### src/rtl/word_assembler.sv
`default_nettype none
// ============================================================================
//  Module      : word_assembler
//  Description : Debounces per-frame glove letter classifications into
//                committed characters, packs them into the Dictionary word
//                format (MAX_LEN slots of CHAR_W bits, slot 0 in the LSBs)
//                and hands the finished word to Dictionary with a start pulse,
//                holding it stable until Dictionary signals finish.
//  Revision    : 1.0 - initial release
// ============================================================================
module word_assembler #(
  parameter int MAX_LEN    = 15,
  parameter int CHAR_W     = 8,
  parameter int STABLE_CNT = 4
) (
  input  logic                      i_clk,
  input  logic                      i_rst_n,
  input  logic                      i_valid,
  input  logic [7:0]                i_code,
  input  logic                      i_dict_finish,
  output logic                      o_start,
  output logic [MAX_LEN*CHAR_W-1:0] o_word,
  output logic [3:0]                o_len,
  output logic                      o_busy,
  output logic                      o_overflow
);

  // Run-length counter only needs to reach STABLE_CNT, where it saturates.
  localparam int               CNT_W     = $clog2(STABLE_CNT + 1);
  localparam logic [CNT_W-1:0] CNT_ONE   = CNT_W'(1);
  localparam logic [CNT_W-1:0] CNT_ARM   = CNT_W'(STABLE_CNT - 1);
  localparam logic [CNT_W-1:0] CNT_FULL  = CNT_W'(STABLE_CNT);
  localparam logic [3:0]       LEN_ONE   = 4'd1;
  localparam logic [3:0]       LEN_FULL  = 4'(MAX_LEN);

  // Classifier code map.
  localparam logic [7:0] CODE_REST        = 8'd0;
  localparam logic [7:0] CODE_LAST_LETTER = 8'd26;
  localparam logic [7:0] CODE_BKSP        = 8'd27;
  localparam logic [7:0] CODE_END         = 8'd28;

  typedef enum logic [1:0] {
    S_COLLECT = 2'd0,
    S_START   = 2'd1,
    S_WAIT    = 2'd2
  } state_t;

  state_t           state;
  state_t           state_next;

  // Stability filter: current candidate code and how many consecutive
  // valid samples of it have been seen.
  logic [7:0]       cand;
  logic [CNT_W-1:0] cnt;

  // Word bookkeeping.
  logic [3:0]       len;
  logic             overflow;

  // Decoded per-cycle events.
  logic             code_ok;
  logic             run_same;
  logic             commit;
  logic             commit_letter;
  logic             commit_bksp;
  logic             commit_end;
  logic             do_write;
  logic             do_erase;
  logic             finish_now;

  // Next-state logic and commit decode; commits only exist while collecting.
  always_comb begin
    state_next    = state;
    code_ok       = (i_code <= CODE_END);
    run_same      = code_ok && (i_code == cand);
    commit        = 1'b0;
    commit_letter = 1'b0;
    commit_bksp   = 1'b0;
    commit_end    = 1'b0;
    finish_now    = 1'b0;
    case (state)
      S_COLLECT: begin
        // The commit edge is the one that moves the count from
        // STABLE_CNT-1 to STABLE_CNT; a saturated run never recommits.
        commit        = i_valid && run_same && (cnt == CNT_ARM);
        commit_letter = commit && (i_code != CODE_REST) && (i_code <= CODE_LAST_LETTER);
        commit_bksp   = commit && (i_code == CODE_BKSP);
        commit_end    = commit && (i_code == CODE_END);
        if (commit_end && (len != 4'd0)) begin
          state_next = S_START;
        end
      end
      S_START: begin
        state_next = S_WAIT;
      end
      S_WAIT: begin
        if (i_dict_finish) begin
          finish_now = 1'b1;
          state_next = S_COLLECT;
        end
      end
      default: begin
        state_next = S_COLLECT;
      end
    endcase
    do_write = commit_letter && (len != LEN_FULL);
    do_erase = commit_bksp && (len != 4'd0);
  end

  // State register.
  always_ff @(posedge i_clk) begin
    if (!i_rst_n) begin
      state <= S_COLLECT;
    end else begin
      state <= state_next;
    end
  end

  // Stability filter; held cleared whenever a word is out with Dictionary.
  always_ff @(posedge i_clk) begin
    if (!i_rst_n || (state != S_COLLECT)) begin
      cand <= 8'd0;
      cnt  <= '0;
    end else if (i_valid) begin
      if (!code_ok) begin
        // Garbage sample breaks the run but keeps the candidate.
        cnt <= '0;
      end else if (run_same) begin
        if (cnt != CNT_FULL) begin
          cnt <= cnt + CNT_ONE;
        end
      end else begin
        cand <= i_code;
        cnt  <= CNT_ONE;
      end
    end
  end

  // Character count and sticky overflow flag.
  always_ff @(posedge i_clk) begin
    if (!i_rst_n || finish_now) begin
      len      <= 4'd0;
      overflow <= 1'b0;
    end else begin
      if (do_write) begin
        len <= len + LEN_ONE;
      end else if (do_erase) begin
        len <= len - LEN_ONE;
      end
      if (commit_letter && (len == LEN_FULL)) begin
        overflow <= 1'b1;
      end
    end
  end

  // One register per character slot; slot i is written when it is the next
  // free slot and cleared when it is the last filled slot being erased.
  for (genvar i = 0; i < MAX_LEN; i++) begin : g_slot
    localparam logic [3:0] IDX      = 4'(i);
    localparam logic [3:0] IDX_NEXT = 4'(i + 1);
    logic [CHAR_W-1:0] slot_q;

    // Slot storage: load on letter commit, clear on backspace/finish/reset.
    always_ff @(posedge i_clk) begin
      if (!i_rst_n || finish_now) begin
        slot_q <= '0;
      end else if (do_write && (len == IDX)) begin
        slot_q <= CHAR_W'(i_code);
      end else if (do_erase && (len == IDX_NEXT)) begin
        slot_q <= '0;
      end
    end

    assign o_word[i*CHAR_W +: CHAR_W] = slot_q;
  end

  assign o_start    = (state == S_START);
  assign o_busy     = (state != S_COLLECT);
  assign o_len      = len;
  assign o_overflow = overflow;

endmodule
`default_nettype wire
### config.mk
export PLATFORM = sky130hd
export DESIGN_NAME = word_assembler
export DESIGN_NICKNAME = d
export VERILOG_FILES = /design/src/rtl/word_assembler.sv
export SDC_FILE = /design/constraint.sdc
export NUM_CORES = 1
export LEC_CHECK = 0
export ABC_AREA = 1
export BUFFER_PORTS_ARGS = -buffer_cell sky130_fd_sc_hd__buf_2
export CORE_MARGIN = 2
export CORE_UTILIZATION = 45
export CTS_CLUSTER_SIZE = 30
export DETAILED_ROUTE_END_ITERATION = 7
export PLACE_DENSITY_LB_ADDON = 0.25
export SLEW_MARGIN = 20
export SYNTH_ARGS = -nofsm -noshare
export SYNTH_HDL_FRONTEND = slang
export SYNTH_SLANG_ARGS = --single-unit
export TNS_END_PERCENT = 5
### constraint.sdc
create_clock -name i_clk -period 2.15 [get_ports i_clk]
set_input_delay 0.43 -clock i_clk [delete_from_list [all_inputs] [get_ports i_clk]]
set_output_delay 0.43 -clock i_clk [all_outputs]
set_load 0.02 [all_outputs]
==> flow_results.xml <==
<?xml version="1.0" encoding="UTF-8"?>
<metrics>
  <group name="layout">
    <metric name="multi_input_comb_area" unit="um2">2541</metric>
    <metric name="final_core_utilization" unit="%">60.83</metric>
    <metric name="layout-drive-gt1-share" unit="%">26.03</metric>
    <metric name="sequential_area" unit="um2">2765</metric>
    <metric name="final_net_count" unit="">883</metric>
    <metric name="stdcell_area" unit="um2">7337</metric>
    <metric name="syn_to_final_growth" unit="%">30.89</metric>
    <metric name="antennaDiodeCount" unit="">0</metric>
    <metric name="final.fill_count" unit="">1071</metric>
    <metric name="final_cell_mix" unit="">138 x sky130_fd_sc_hd__nand2_1, 138 x sky130_fd_sc_hd__buf_2, 136 x sky130_fd_sc_hd__dfxtp_1, 93 x sky130_fd_sc_hd__nand3_1, 87 x sky130_fd_sc_hd__a21oi_1</metric>
    <metric name="layout.cells.non_filler" unit="">1044</metric>
  </group>
  <group name="sta">
    <metric name="sum_of_negative_setup_slack" unit="ns">0</metric>
    <metric name="max_slew.worst_pin.slew" unit="ns">0.6055</metric>
    <metric name="worst_clock_skew" unit="ns">0.01211</metric>
    <metric name="grt_setup_unrepaired" unit="">true</metric>
    <metric name="final_max_slew_viol_count" unit="">0</metric>
    <metric name="setup_violations" unit="">0</metric>
    <metric name="slew_headroom" unit="%">59.48</metric>
    <metric name="final_hold_viol_count" unit="">0</metric>
    <metric name="post-route-period-util" unit="%">93.54</metric>
    <metric name="final_critical_path_setup_slack" unit="ns">0.1390</metric>
    <metric name="fmax" unit="GHz">0.4973</metric>
    <metric name="final.min_clock_period" unit="ns">2.011</metric>
  </group>
  <group name="worst_setup_path">
    <metric name="timing_worst_setup_path_type" unit="">reg2reg</metric>
    <metric name="critical_path.startpoint_type" unit="">flip-flop</metric>
    <metric name="worstRegToRegCells" unit="">12</metric>
    <metric name="worst_flop_to_flop_path_endpoint" unit="">g_slot[0].slot_q[3]</metric>
    <metric name="cp-end-kind" unit="">flip-flop</metric>
    <metric name="timing.reg2reg.setup_slack" unit="ns">0.14</metric>
    <metric name="critical_path.startpoint" unit="">cand[0]</metric>
    <metric name="critPathMaxFanout" unit="">11</metric>
    <metric name="reg_to_reg_startpoint" unit="">cand[0]</metric>
    <metric name="cp_data_required_time" unit="ns">2.45</metric>
    <metric name="worst-endpoint-arrival" unit="ns">2.31</metric>
  </group>
  <group name="synth">
    <metric name="synthesized_instance_count" unit="">703</metric>
    <metric name="synth_sequential_area_ratio" unit="%">49.29</metric>
    <metric name="synth_cell_types" unit="">29</metric>
    <metric name="yosys_warnings" unit="">0</metric>
    <metric name="synth_area" unit="um2">5605</metric>
    <metric name="syn_area_per_cell" unit="um2">7.974</metric>
    <metric name="total_of_flip_flops_plus_latches_after_synthesis" unit="">138</metric>
    <metric name="syn_nets" unit="">723</metric>
  </group>
  <group name="route">
    <metric name="vias_per_cell" unit="">5.299</metric>
    <metric name="initialDrtViolationCount" unit="">393</metric>
    <metric name="vias" unit="">5532</metric>
    <metric name="drt_drc_violations_left" unit="">0</metric>
    <metric name="drt.antenna.violating_nets" unit="">0</metric>
    <metric name="routed_wirelength" unit="um">16000</metric>
    <metric name="avgRoutedWirePerCell" unit="um">15.32</metric>
    <metric name="drt_pass1_iterations" unit="">5</metric>
  </group>
  <group name="hold_path">
    <metric name="hold_class" unit="">in2reg</metric>
    <metric name="min_from" unit="">i_rst_n</metric>
    <metric name="min_path_cells" unit="">3</metric>
    <metric name="hold-path-endpoint" unit="">state[1]</metric>
  </group>
  <group name="clock_network">
    <metric name="cts.reportedPaths.clkPinSlew" unit="ns">0.06</metric>
    <metric name="cts_made_buffers" unit="">17</metric>
    <metric name="cts_tree" unit="">yes</metric>
    <metric name="clock-root-buffer" unit="">sky130_fd_sc_hd__clkbuf_16</metric>
    <metric name="max_clock_buf_depth" unit="">2</metric>
    <metric name="cts_hold_bufs" unit="">0</metric>
    <metric name="insertion_delay" unit="ns">0.42</metric>
    <metric name="h-tree-depth" unit="">4</metric>
    <metric name="cts.sinks" unit="">138</metric>
  </group>
  <group name="die">
    <metric name="die_area" unit="um2">13370</metric>
    <metric name="die_x" unit="um">115.6</metric>
    <metric name="pin_count" unit="">139</metric>
    <metric name="floorplan.initialDensity" unit="%">46.47</metric>
    <metric name="core_outline_area" unit="um2">12060</metric>
    <metric name="dieHeight" unit="um">115.6</metric>
    <metric name="placement_rows" unit="">40</metric>
  </group>
  <group name="grt">
    <metric name="global_route_congestion_overflow_total" unit="">0</metric>
    <metric name="via_count_of_the_first_global_routing_pass" unit="">5125</metric>
    <metric name="antenna_violations_before_repair" unit="">0</metric>
    <metric name="grt_max_degree" unit="">30</metric>
    <metric name="gr-usage-all-layers" unit="%">23.86</metric>
    <metric name="grt_first_pass_wirelength" unit="um">24770</metric>
  </group>
  <group name="place">
    <metric name="place.gp.congestion" unit="">0.9158</metric>
    <metric name="place_inst" unit="">1010</metric>
    <metric name="dp_worst_setup_slack" unit="ns">-0.06992</metric>
    <metric name="post-dp-hpwl" unit="um">11700</metric>
    <metric name="placement.io_buffers" unit="">138</metric>
    <metric name="dpl_cell_area" unit="um2">6673</metric>
  </group>
  <group name="outcome">
    <metric name="outcome" unit="">finished clean</metric>
  </group>
  <group name="job">
    <metric name="maxCapViolCount" unit="">0</metric>
  </group>
  <group name="power">
    <metric name="irDropWorstVdd" unit="mV">0.6485</metric>
    <metric name="power.static_leakage" unit="nW">3.286</metric>
    <metric name="power_density" unit="nW/um2">780.5</metric>
  </group>
</metrics>
==> power breakdown <==
part / switching [W] / internal, W
Combinational: 0.000129 / 0.0000583
Clock: 0.00108 / 0.00189
Sequential: 0.00000356 / 0.00256
Total: 0.00122 / 0.00451
==> flip-flops by register name (all words and copies together) (netlist names) <==
register and count:
o_len 4, g_slot.slot_q 120, o_overflow 1, cand 8
cnt 3, state 2
==> cells by family (layout without fill, tap and decap cells) <==
family,Yosys count,after routing,share of synthesized area (%)
buffers and inverters,84,257,6.250
AOI/OAI and AO/OA,102,102,9.241
adders and majority gates,8,8,1.786
and+or+nand+nor,366,366,32.66
DFF,138,138,49.29
xor gates and xnor gates,5,5,0.7812
==> stage by stage <==
stage	hold WS (ns)	power [W]
floorplan	0.4316	0.002728
global placement	0.4414	0.002801
detailed placement	0.4460	0.002805
CTS	0.2750	0.005768
global route	0.3004	0.005894
finish	0.2965	0.005726
==> layer usage <==
metal | up-vias | routed length, um | share of wire, % | track usage (%)
li1 | 2676 | - | - | -
met1 | 2604 | 6825 | 43 | 29.98
met2 | 220 | 7705 | 48 | 39.10
met3 | 32 | 1086 | 6.8 | 5.858
met4 | 0 | 382 | 2.4 | 10.48
met5 | - | 0 | 0 | 0
==> what timing repair did <==
item	in CTS	in global routing
setup buffers	0	2
resized for setup	0	14
endpoints found under the setup margin	0	123
==> critical path, stage by stage (launching register included) <==
cell	delay (ns)
sky130_fd_sc_hd__dfxtp_1	0.31
sky130_fd_sc_hd__inv_1	0.07
sky130_fd_sc_hd__nand2_1	0.05
sky130_fd_sc_hd__nand2_1	0.07
sky130_fd_sc_hd__nand2_1	0.06
sky130_fd_sc_hd__nor2_1	0.16
sky130_fd_sc_hd__nand3_1	0.16
sky130_fd_sc_hd__nor2_4	0.19
sky130_fd_sc_hd__buf_4	0.22
sky130_fd_sc_hd__nand4_1	0.25
sky130_fd_sc_hd__buf_4	0.23
sky130_fd_sc_hd__nand3_1	0.06
sky130_fd_sc_hd__a21oi_1	0.06
==> worst max-delay path by stage <==
stage                           endpoint  slack [ns]
global route         g_slot[0].slot_q[3]       -0.07
global placement    g_slot[11].slot_q[7]       -0.01
finish               g_slot[0].slot_q[3]        0.14
CTS                  g_slot[2].slot_q[7]        0.02
floorplan            g_slot[6].slot_q[7]        0.13
detailed placement   g_slot[7].slot_q[5]       -0.07
==> cells in the mapped netlist <==
master	number	area share, %
sky130_fd_sc_hd__nor2_4	1	0.20
sky130_fd_sc_hd__o21ai_1	1	0.089
sky130_fd_sc_hd__clkbuf_1	20	1.3
sky130_fd_sc_hd__nor3_1	7	0.62
sky130_fd_sc_hd__nor2_1	51	3.4
sky130_fd_sc_hd__o21a_1	1	0.13
sky130_fd_sc_hd__buf_6	2	0.40
sky130_fd_sc_hd__nor2_8	4	1.4
sky130_fd_sc_hd__nand2_1	140	9.4
sky130_fd_sc_hd__ha_1	8	1.8
sky130_fd_sc_hd__nand3_1	98	8.7
sky130_fd_sc_hd__xnor2_1	4	0.62
sky130_fd_sc_hd__inv_2	2	0.13
sky130_fd_sc_hd__buf_2	7	0.62
sky130_fd_sc_hd__xor2_1	1	0.16
sky130_fd_sc_hd__nand4_1	14	1.6
sky130_fd_sc_hd__nand3_4	1	0.31
sky130_fd_sc_hd__o211ai_1	2	0.27
sky130_fd_sc_hd__nand3_2	1	0.18
sky130_fd_sc_hd__dfxtp_1	138	49
sky130_fd_sc_hd__nor3_2	1	0.18
sky130_fd_sc_hd__nor4_4	1	0.38
sky130_fd_sc_hd__or2_2	1	0.11
sky130_fd_sc_hd__nor3b_1	45	6.0
sky130_fd_sc_hd__inv_1	50	3.3
sky130_fd_sc_hd__and2_1	1	0.11
sky130_fd_sc_hd__a21oi_1	87	7.8
sky130_fd_sc_hd__o21ai_0	11	0.98
sky130_fd_sc_hd__buf_4	3	0.40
==> final cells by class <==
cell class | count | area share (%)
sequential | 138 | 37.69
timing repair buffer | 173 | 13.90
tap | 168 | 2.865
inverter | 52 | 2.660
clock inverter | 10 | 1.927
clock buffer | 22 | 6.327
multi-input combinational | 481 | 34.64
Note: power is estimated with default switching activity, not from simulation.
